$ cat config.mk
export PLATFORM = sky130hd
export DESIGN_NAME = blake2s_digest_buf
export DESIGN_NICKNAME = d
export VERILOG_FILES = /design/src/rtl/blake2s_digest_buf_pkg.sv /design/src/rtl/blake2s_digest_buf_regfile.sv /design/src/rtl/blake2s_digest_buf.sv
export SDC_FILE = /design/constraint.sdc
export NUM_CORES = 1
export LEC_CHECK = 0
export CAP_MARGIN = 20
export CORE_MARGIN = 5
export CORE_UTILIZATION = 55
export DETAILED_ROUTE_END_ITERATION = 10
export PLACE_DENSITY = 0.81
export REMOVE_ABC_BUFFERS = 1
export SYNTH_ARGS = -nofsm -noshare
export SYNTH_HDL_FRONTEND = slang
export SYNTH_HIERARCHICAL = 1
export SYNTH_SLANG_ARGS = --single-unit
$ cat constraint.sdc
create_clock -name clk -period 4 [get_ports clk]
set_input_delay 0.6 -clock clk [delete_from_list [all_inputs] [get_ports clk]]
set_output_delay 0.6 -clock clk [all_outputs]
set_load 0.05 [all_outputs]
$ cat src/rtl/blake2s_digest_buf_pkg.sv
// Shared BLAKE2s digest-buffer definitions: default digest size, counter width,
// FSM state encoding and the digest-length normalisation helper.
package blake2s_digest_buf_pkg;

    localparam int NN_MAX = 32;
    localparam int CNT_W  = 6;

    typedef logic [CNT_W-1:0] cnt_t;

    typedef enum logic [1:0] {
        ST_IDLE    = 2'd0,
        ST_CAPTURE = 2'd1,
        ST_DRAIN   = 2'd2
    } state_t;

    // A zero or oversized request means "full-size digest".
    function automatic cnt_t eff_len(cnt_t nn, int nn_max);
        if (nn == '0 || int'(nn) > nn_max) begin
            return cnt_t'(nn_max);
        end
        return nn;
    endfunction

endpackage

$ cat src/rtl/blake2s_digest_buf_regfile.sv
// Digest byte store: one synchronous write port, one asynchronous read port.
// Contents are deliberately not reset.
module digest_regfile #(
    parameter int DW    = 8,
    parameter int DEPTH = 32,
    parameter int AW    = 5
) (
    input  logic          clk,
    input  logic          we,
    input  logic [AW-1:0] wr_addr,
    input  logic [DW-1:0] wr_data,
    input  logic [AW-1:0] rd_addr,
    output logic [DW-1:0] rd_data
);

    logic [DW-1:0] mem [DEPTH];

    always_ff @(posedge clk) begin
        if (we) begin
            mem[wr_addr] <= wr_data;
        end
    end

    assign rd_data = mem[rd_addr];

endmodule

$ cat src/rtl/blake2s_digest_buf.sv
// Captures a BLAKE2s digest byte stream from the hash core and presents it
// byte by byte to the host; a new digest arriving mid-drain overwrites and flags ovf_o.
module blake2s_digest_buf #(
    parameter int DW     = 8,
    parameter int NN_MAX = blake2s_digest_buf_pkg::NN_MAX
) (
    input  logic          clk,
    input  logic          reset,
    input  logic [5:0]    nn_i,
    input  logic          h_v_i,
    input  logic [DW-1:0] h_i,
    input  logic          rd_i,
    input  logic          clr_i,
    output logic          hash_v_o,
    output logic [DW-1:0] hash_o,
    output logic          busy_o,
    output logic          ovf_o
);

    import blake2s_digest_buf_pkg::*;

    localparam int AW = (NN_MAX > 1) ? $clog2(NN_MAX) : 1;

    state_t        state_reg;
    cnt_t          wr_cnt_reg;
    cnt_t          rd_cnt_reg;
    cnt_t          len_reg;
    logic          hash_v_reg;
    logic          busy_reg;
    logic          ovf_reg;

    cnt_t          nn_len;
    cnt_t          last_idx;
    logic          start;
    logic [AW-1:0] wr_addr;
    logic [DW-1:0] rd_data;

    assign nn_len   = eff_len(cnt_t'(nn_i), NN_MAX);
    assign last_idx = len_reg - cnt_t'(1);
    // Outside CAPTURE any valid byte is the first byte of a fresh digest.
    assign start    = h_v_i && (state_reg != ST_CAPTURE);
    assign wr_addr  = (state_reg == ST_CAPTURE) ? wr_cnt_reg[AW-1:0] : '0;

    digest_regfile #(
        .DW   (DW),
        .DEPTH(NN_MAX),
        .AW   (AW)
    ) u_regfile (
        .clk    (clk),
        .we     (h_v_i),
        .wr_addr(wr_addr),
        .wr_data(h_i),
        .rd_addr(rd_cnt_reg[AW-1:0]),
        .rd_data(rd_data)
    );

    always_ff @(posedge clk) begin
        if (reset) begin
            state_reg  <= ST_IDLE;
            wr_cnt_reg <= '0;
            rd_cnt_reg <= '0;
            len_reg    <= cnt_t'(NN_MAX);
            hash_v_reg <= 1'b0;
            busy_reg   <= 1'b0;
            ovf_reg    <= 1'b0;
        end else begin
            // Overflow set takes precedence over a simultaneous clear.
            if (state_reg == ST_DRAIN && h_v_i) begin
                ovf_reg <= 1'b1;
            end else if (clr_i) begin
                ovf_reg <= 1'b0;
            end

            if (start) begin
                len_reg    <= nn_len;
                wr_cnt_reg <= cnt_t'(1);
                rd_cnt_reg <= '0;
                if (nn_len == cnt_t'(1)) begin
                    state_reg  <= ST_DRAIN;
                    hash_v_reg <= 1'b1;
                    busy_reg   <= 1'b0;
                end else begin
                    state_reg  <= ST_CAPTURE;
                    hash_v_reg <= 1'b0;
                    busy_reg   <= 1'b1;
                end
            end else begin
                case (state_reg)
                    ST_CAPTURE: begin
                        if (h_v_i) begin
                            if (wr_cnt_reg == last_idx) begin
                                state_reg  <= ST_DRAIN;
                                rd_cnt_reg <= '0;
                                hash_v_reg <= 1'b1;
                                busy_reg   <= 1'b0;
                            end else begin
                                wr_cnt_reg <= wr_cnt_reg + cnt_t'(1);
                            end
                        end
                    end
                    ST_DRAIN: begin
                        if (rd_i) begin
                            if (rd_cnt_reg == last_idx) begin
                                state_reg  <= ST_IDLE;
                                hash_v_reg <= 1'b0;
                            end else begin
                                rd_cnt_reg <= rd_cnt_reg + cnt_t'(1);
                            end
                        end
                    end
                    default: ;
                endcase
            end
        end
    end

    assign hash_v_o = hash_v_reg;
    assign hash_o   = hash_v_reg ? rd_data : '0;
    assign busy_o   = busy_reg;
    assign ovf_o    = ovf_reg;

endmodule

== Yosys cells after proc, flatten, opt, wreduce, memory -nomap -nowiden ==
Memories as Yosys holds them, arrays and structs flattened. A register that Yosys moved wholly into a read port is not among the register bits.
Cells that the tools add are included.
Storage, ports and cells
  register bits: 23
  RAM bits: 256
  input bits: 19
  output and inout port bits: 11
  word-level logic and storage cells: 84
  memories: 1
Operators by class
  add/subtract/negate cells: 3
  order comparisons: 1
  equality and inequality tests: 15
  multiplexer cells: 39
  bitwise gates (word level): 1
  reduce and logical (&&, ||, !) cells: 16
Memory list
  u_regfile.mem: words 32, width 8, rd ports 1, clocked after memory_dff 1, write ports 1, line blake2s_digest_buf_regfile.sv:16  | logic [DW-1:0] mem [DEPTH];
Operator list (number)
  6-bit two-way mux: 6
  1-bit two-way mux: 20
  5-bit two-way mux: 3
  6-bit by 1-bit adder with 6-bit output (second input constant): 2
  6-bit == test: 2
  2-bit two-way mux: 6
  6-bit one-hot mux with 2 select lines: 1
  5-bit AND reduction: 2
  2-bit nonzero test: 5
  3-bit AND reduction: 3
  8-bit two-way mux: 1
  2-bit inequality test (second input constant): 4
  6-bit by 1-bit == test with 1-bit output (second input constant): 1
  6-bit > comparator (second input constant): 1
  6-bit zero test: 1
  3-bit by 2-bit inequality test with 1-bit output (second input constant): 2
  3-bit inequality test (second input constant): 2
  6-bit by 1-bit subtractor with 6-bit output (second input constant): 1
  2-bit by 1-bit inequality test with 1-bit output (second input constant): 2
  2-bit one-hot mux with 2 select lines: 1
  3-bit nonzero test: 1
  2-bit by 1-bit == test with 1-bit output (second input constant): 1
  2-bit == test (second input constant): 1
  1-bit logical AND: 2
  other kinds (4): 4

== Depth between registers and ports, before layout ==
  depth after elaboration: 7
  mapped depth: 9
  gate-level depth less buffers: 8

== Modules after synthesis ==
The synthesis kept the hierarchy.
Modules (own cells, without submodules)
  digest_regfile: times used 1, cells each 409, area each 9893.2 um2
  blake2s_digest_buf: times used 1, cells each 164, area each 1381.3 um2

== Worst setup path after synthesis ==
No wires, ideal clock.
  path type: reg-to-output
  start point: register rd_cnt_reg[2] (netlist name)
  end point: output port hash_o[0]
  data arrival time: 2411 ps
  data required time: 3400 ps
  setup slack: 989 ps
  cell stages (with the launch flop): 7
  buffers on the path: 2
  path through: dfxtp_1 clkbuf_1 clkbuf_1 mux4_2 mux4_2 mux2_2 and2_1
RTL lines
  end, declared: line blake2s_digest_buf.sv:15  | output logic [DW-1:0] hash_o,

==> key figures <==
Clocking
  – Clock buffer depth: 3
  – CTS tree: built
  – # hold bufs at CTS: 0
  – Total CTS buffers: 28
  – TritonCTS Sinks: 278
  – Post-CTS setup buffer count: 0
  – Post_cts resized: 0
  – Clk root buf: clkbuf_16
  – H-tree levels: 1
  – Reg clk slew, reported paths: 60 ps
  – Clk_lat worst skew: 550 ps

Place
  – Gp weighted congestion: 0.857
  – IO Port Bufs: 29
  – Hpwl dp: 14,600 microns
  – Placed Area: 11,900 sq um

Logic synthesis
  – Main combinational cell family by area after synthesis: multiplexers
  – Synth warn: 6
  – Post-Synth XOR/XNOR Area: 0.0173
  – Synth area leaders: edfxtp_1 68%, mux4_2 16%, dfxtp_1 3.9%, nor2_1 1.7%, xnor2_1 0.93%
  – Post-synth EDFFs: 256
  – Mean post-synth cell area: 19.7 sq um
  – Synth top area share: 0.682
  – Async SR Flop Fraction: 0
  – Synthesis-stage register bit count: 278
  – Ys flop type: edfxtp_1
  – Synth Area in Adders: 0.00333
  – Mapped Cells: 573
  – Seq/Total Area, Yosys: 0.721
  – Simple-Gate Fraction of Synth Area: 0.0550
  – Post-synthesis mux area share: 0.172
  – Netlist cell types: 47
  – Mapped Area: 11,300 sq um
  – Leading area contributor after synthesis: edfxtp_1
  – Synth Area in Compound Gates: 0.0180

Die
  – Starting density of the core: 0.557
  – Die area: 23,500 sq um
  – I/O pins: 30
  – Core area: 20,200 sq um
  – Placement Rows: 52
  – Die Y: 153 microns
  – Chip Width: 153 microns

STA
  – Post-route clock period utilization: 0.922
  – Achievable Freq: 271 MHz
  – RSZ-0062 raised after global routing: false
  – Max-slew headroom: 0.295
  – Setup-failing EPs final: 0
  – Clk_skew: 22.7 ps
  – Final Hold Viols: 0
  – Minimum clock period: 3690 ps
  – Max-slew violations: 0
  – Actual slew at the worst max-slew pin: 1050 ps

Drt
  – Vias per inst: 6.35
  – Drt total wl: 24,200 microns
  – DRC violations left: 0
  – Violation count after the first detailed-route iteration: 689
  – DR vias: 5,839
  – Wirelength per Cell: 26.3 microns
  – Drt first pass iters: 5
  – Final ANT Viol Nets: 0

Final layout
  – Register area: 8130 sq um
  – Number of flip-flops under the largest register name: 256
  – Share of cells above drive strength 1: 0.260
  – Area of the multi-input gates: 2990 sq um
  – FILL cells: 1,280
  – Final Cell Area: 13,000 sq um
  – Commonest non-fill, non-tap cell in the layout: edfxtp_1
  – Util after Layout: 0.641
  – Top reg by flops: u_regfile/mem
  – Ant. Diodes: 0
  – Commonest non-fill, non-tap cells in the layout: 256 x edfxtp_1, 80 x mux4_2, 52 x nor2_1
  – Syn-to-layout area delta: 15.1%
  – Layout Nets: 650

Status
  – Status: finished clean

Hold path
  – HP Class: flop to flop

Power and ir drop
  – Maximum vdd drop: 0.000295 V
  – Pwr per Cell Area: 458 nW/um^2
  – Leak Pwr: 0.00405 uW

Critical path
  – Worst Setup Path Type: flop to primary output
  – Req. time, crit path: 3400 ps
  – CP Data Arrival Time: 3090 ps
  – CP startpoint kind: flop
  – CP Max Fanout: 13
  – Crit path capture type: primary output

GRT
  – First-pass GRT wire length: 36,900 microns
  – Largest net degree at the start of global routing: 70
  – Antenna violations before repair: 0
  – Vias in the first global route: 5,897
  – Overflow after GRT: 0
  – GRT Overall Usage: 0.207

Flow run
  – MaxCap Viol Count: 0
==> worst max-delay path: stages (launching register included) <==
cell and delay, ps:
dfxtp_4 500, buf_4 310, mux4_2 560, mux4_2 520, mux2_2 300, and2_1 150
buf_4 180
==> cell usage after synthesis, types with 2 or more instances <==
cell type / n
xor2_1: 5
a31oi_1: 7
buf_1: 5
or3b_2: 3
nand3b_1: 5
mux4_2: 80
nand3_1: 10
nand2_1: 9
o21ai_0: 2
edfxtp_1: 256
mux2_2: 8
ha_1: 3
or4_1: 2
xnor2_1: 12
and3_1: 11
buf_2: 2
a21oi_1: 11
buf_4: 6
nand2b_1: 6
clkbuf_1: 11
inv_1: 7
nor3b_1: 4
a211oi_1: 3
mux2i_1: 2
o211ai_1: 2
and2_1: 8
nor2_1: 52
dfxtp_1: 22
==> stage by stage <==
| step | worst slack (ps) | TNS (ps) | power, uW | cells | hold slack (ps) |
|---|---|---|---|---|---|
| global placement | 887 | 0 | 3490 | 860 | 471 |
| global route | 203 | 0 | 6140 | 920 | 527 |
| floorplan | -1100 | -8890 | 3390 | 548 | 455 |
| CTS | 277 | 0 | 5960 | 913 | 493 |
| finish | 312 | 0 | 5940 | 920 | 496 |
| detailed placement | 864 | 0 | 3510 | 861 | 482 |
==> worst paths after layout <==
| path | from | to | slack (ps) | depth (start not counted) |
|---|---|---|---|---|
| min reg2reg | busy_o | busy_o | 500 | 2 |
| max reg2reg | hash_v_o | u_regfile/mem[8][5] | 970 | 4 |
| min | busy_o | busy_o | 500 | 2 |
| max | rd_cnt_reg[0] | hash_o[7] | 310 | 6 |
==> cells by family after synthesis <==
| family | Yosys count |
|---|---|
| flip-flops | 278 |
| AND/OR/NAND/NOR | 118 |
| multiplexers | 92 |
| buffers and inverters | 32 |
| AO/OA/AOI/OAI | 31 |
| XOR/XNOR | 19 |
| adder cells (fa/ha/maj) | 3 |
==> power by group <==
| part | total, uW | switching, uW | internal [uW] | leakage, uW |
|---|---|---|---|---|
| registers | 3200 | 15.9 | 3180 | 0.00249 |
| clock network | 2480 | 1050 | 1430 | 0.000422 |
| logic | 264 | 153 | 111 | 0.00115 |
| total | 5940 | 1220 | 4720 | 0.00405 |
==> metal layers <==
metal | part of all wire | wire length [microns] | GRT usage | vias to the layer above
li1 | - | - | - | 2438
met1 | 0.39 | 9450 | 0.296 | 3059
met2 | 0.50 | 12100 | 0.341 | 299
met3 | 0.088 | 2130 | 0.0334 | 43
met4 | 0.019 | 469 | 0.0505 | 0
met5 | 0 | 0 | 0 | -
==> area by class of cell <==
cell class	instances	share of cell area
clock buffer	36	0.0563
sequential	278	0.627
multi-input combinational	263	0.231
inverter	7	0.00202
clock inverter	16	0.0114
timing repair buffer	50	0.0469
tap	270	0.0260
No activity file was read; power rests on OpenSTA's default activity.
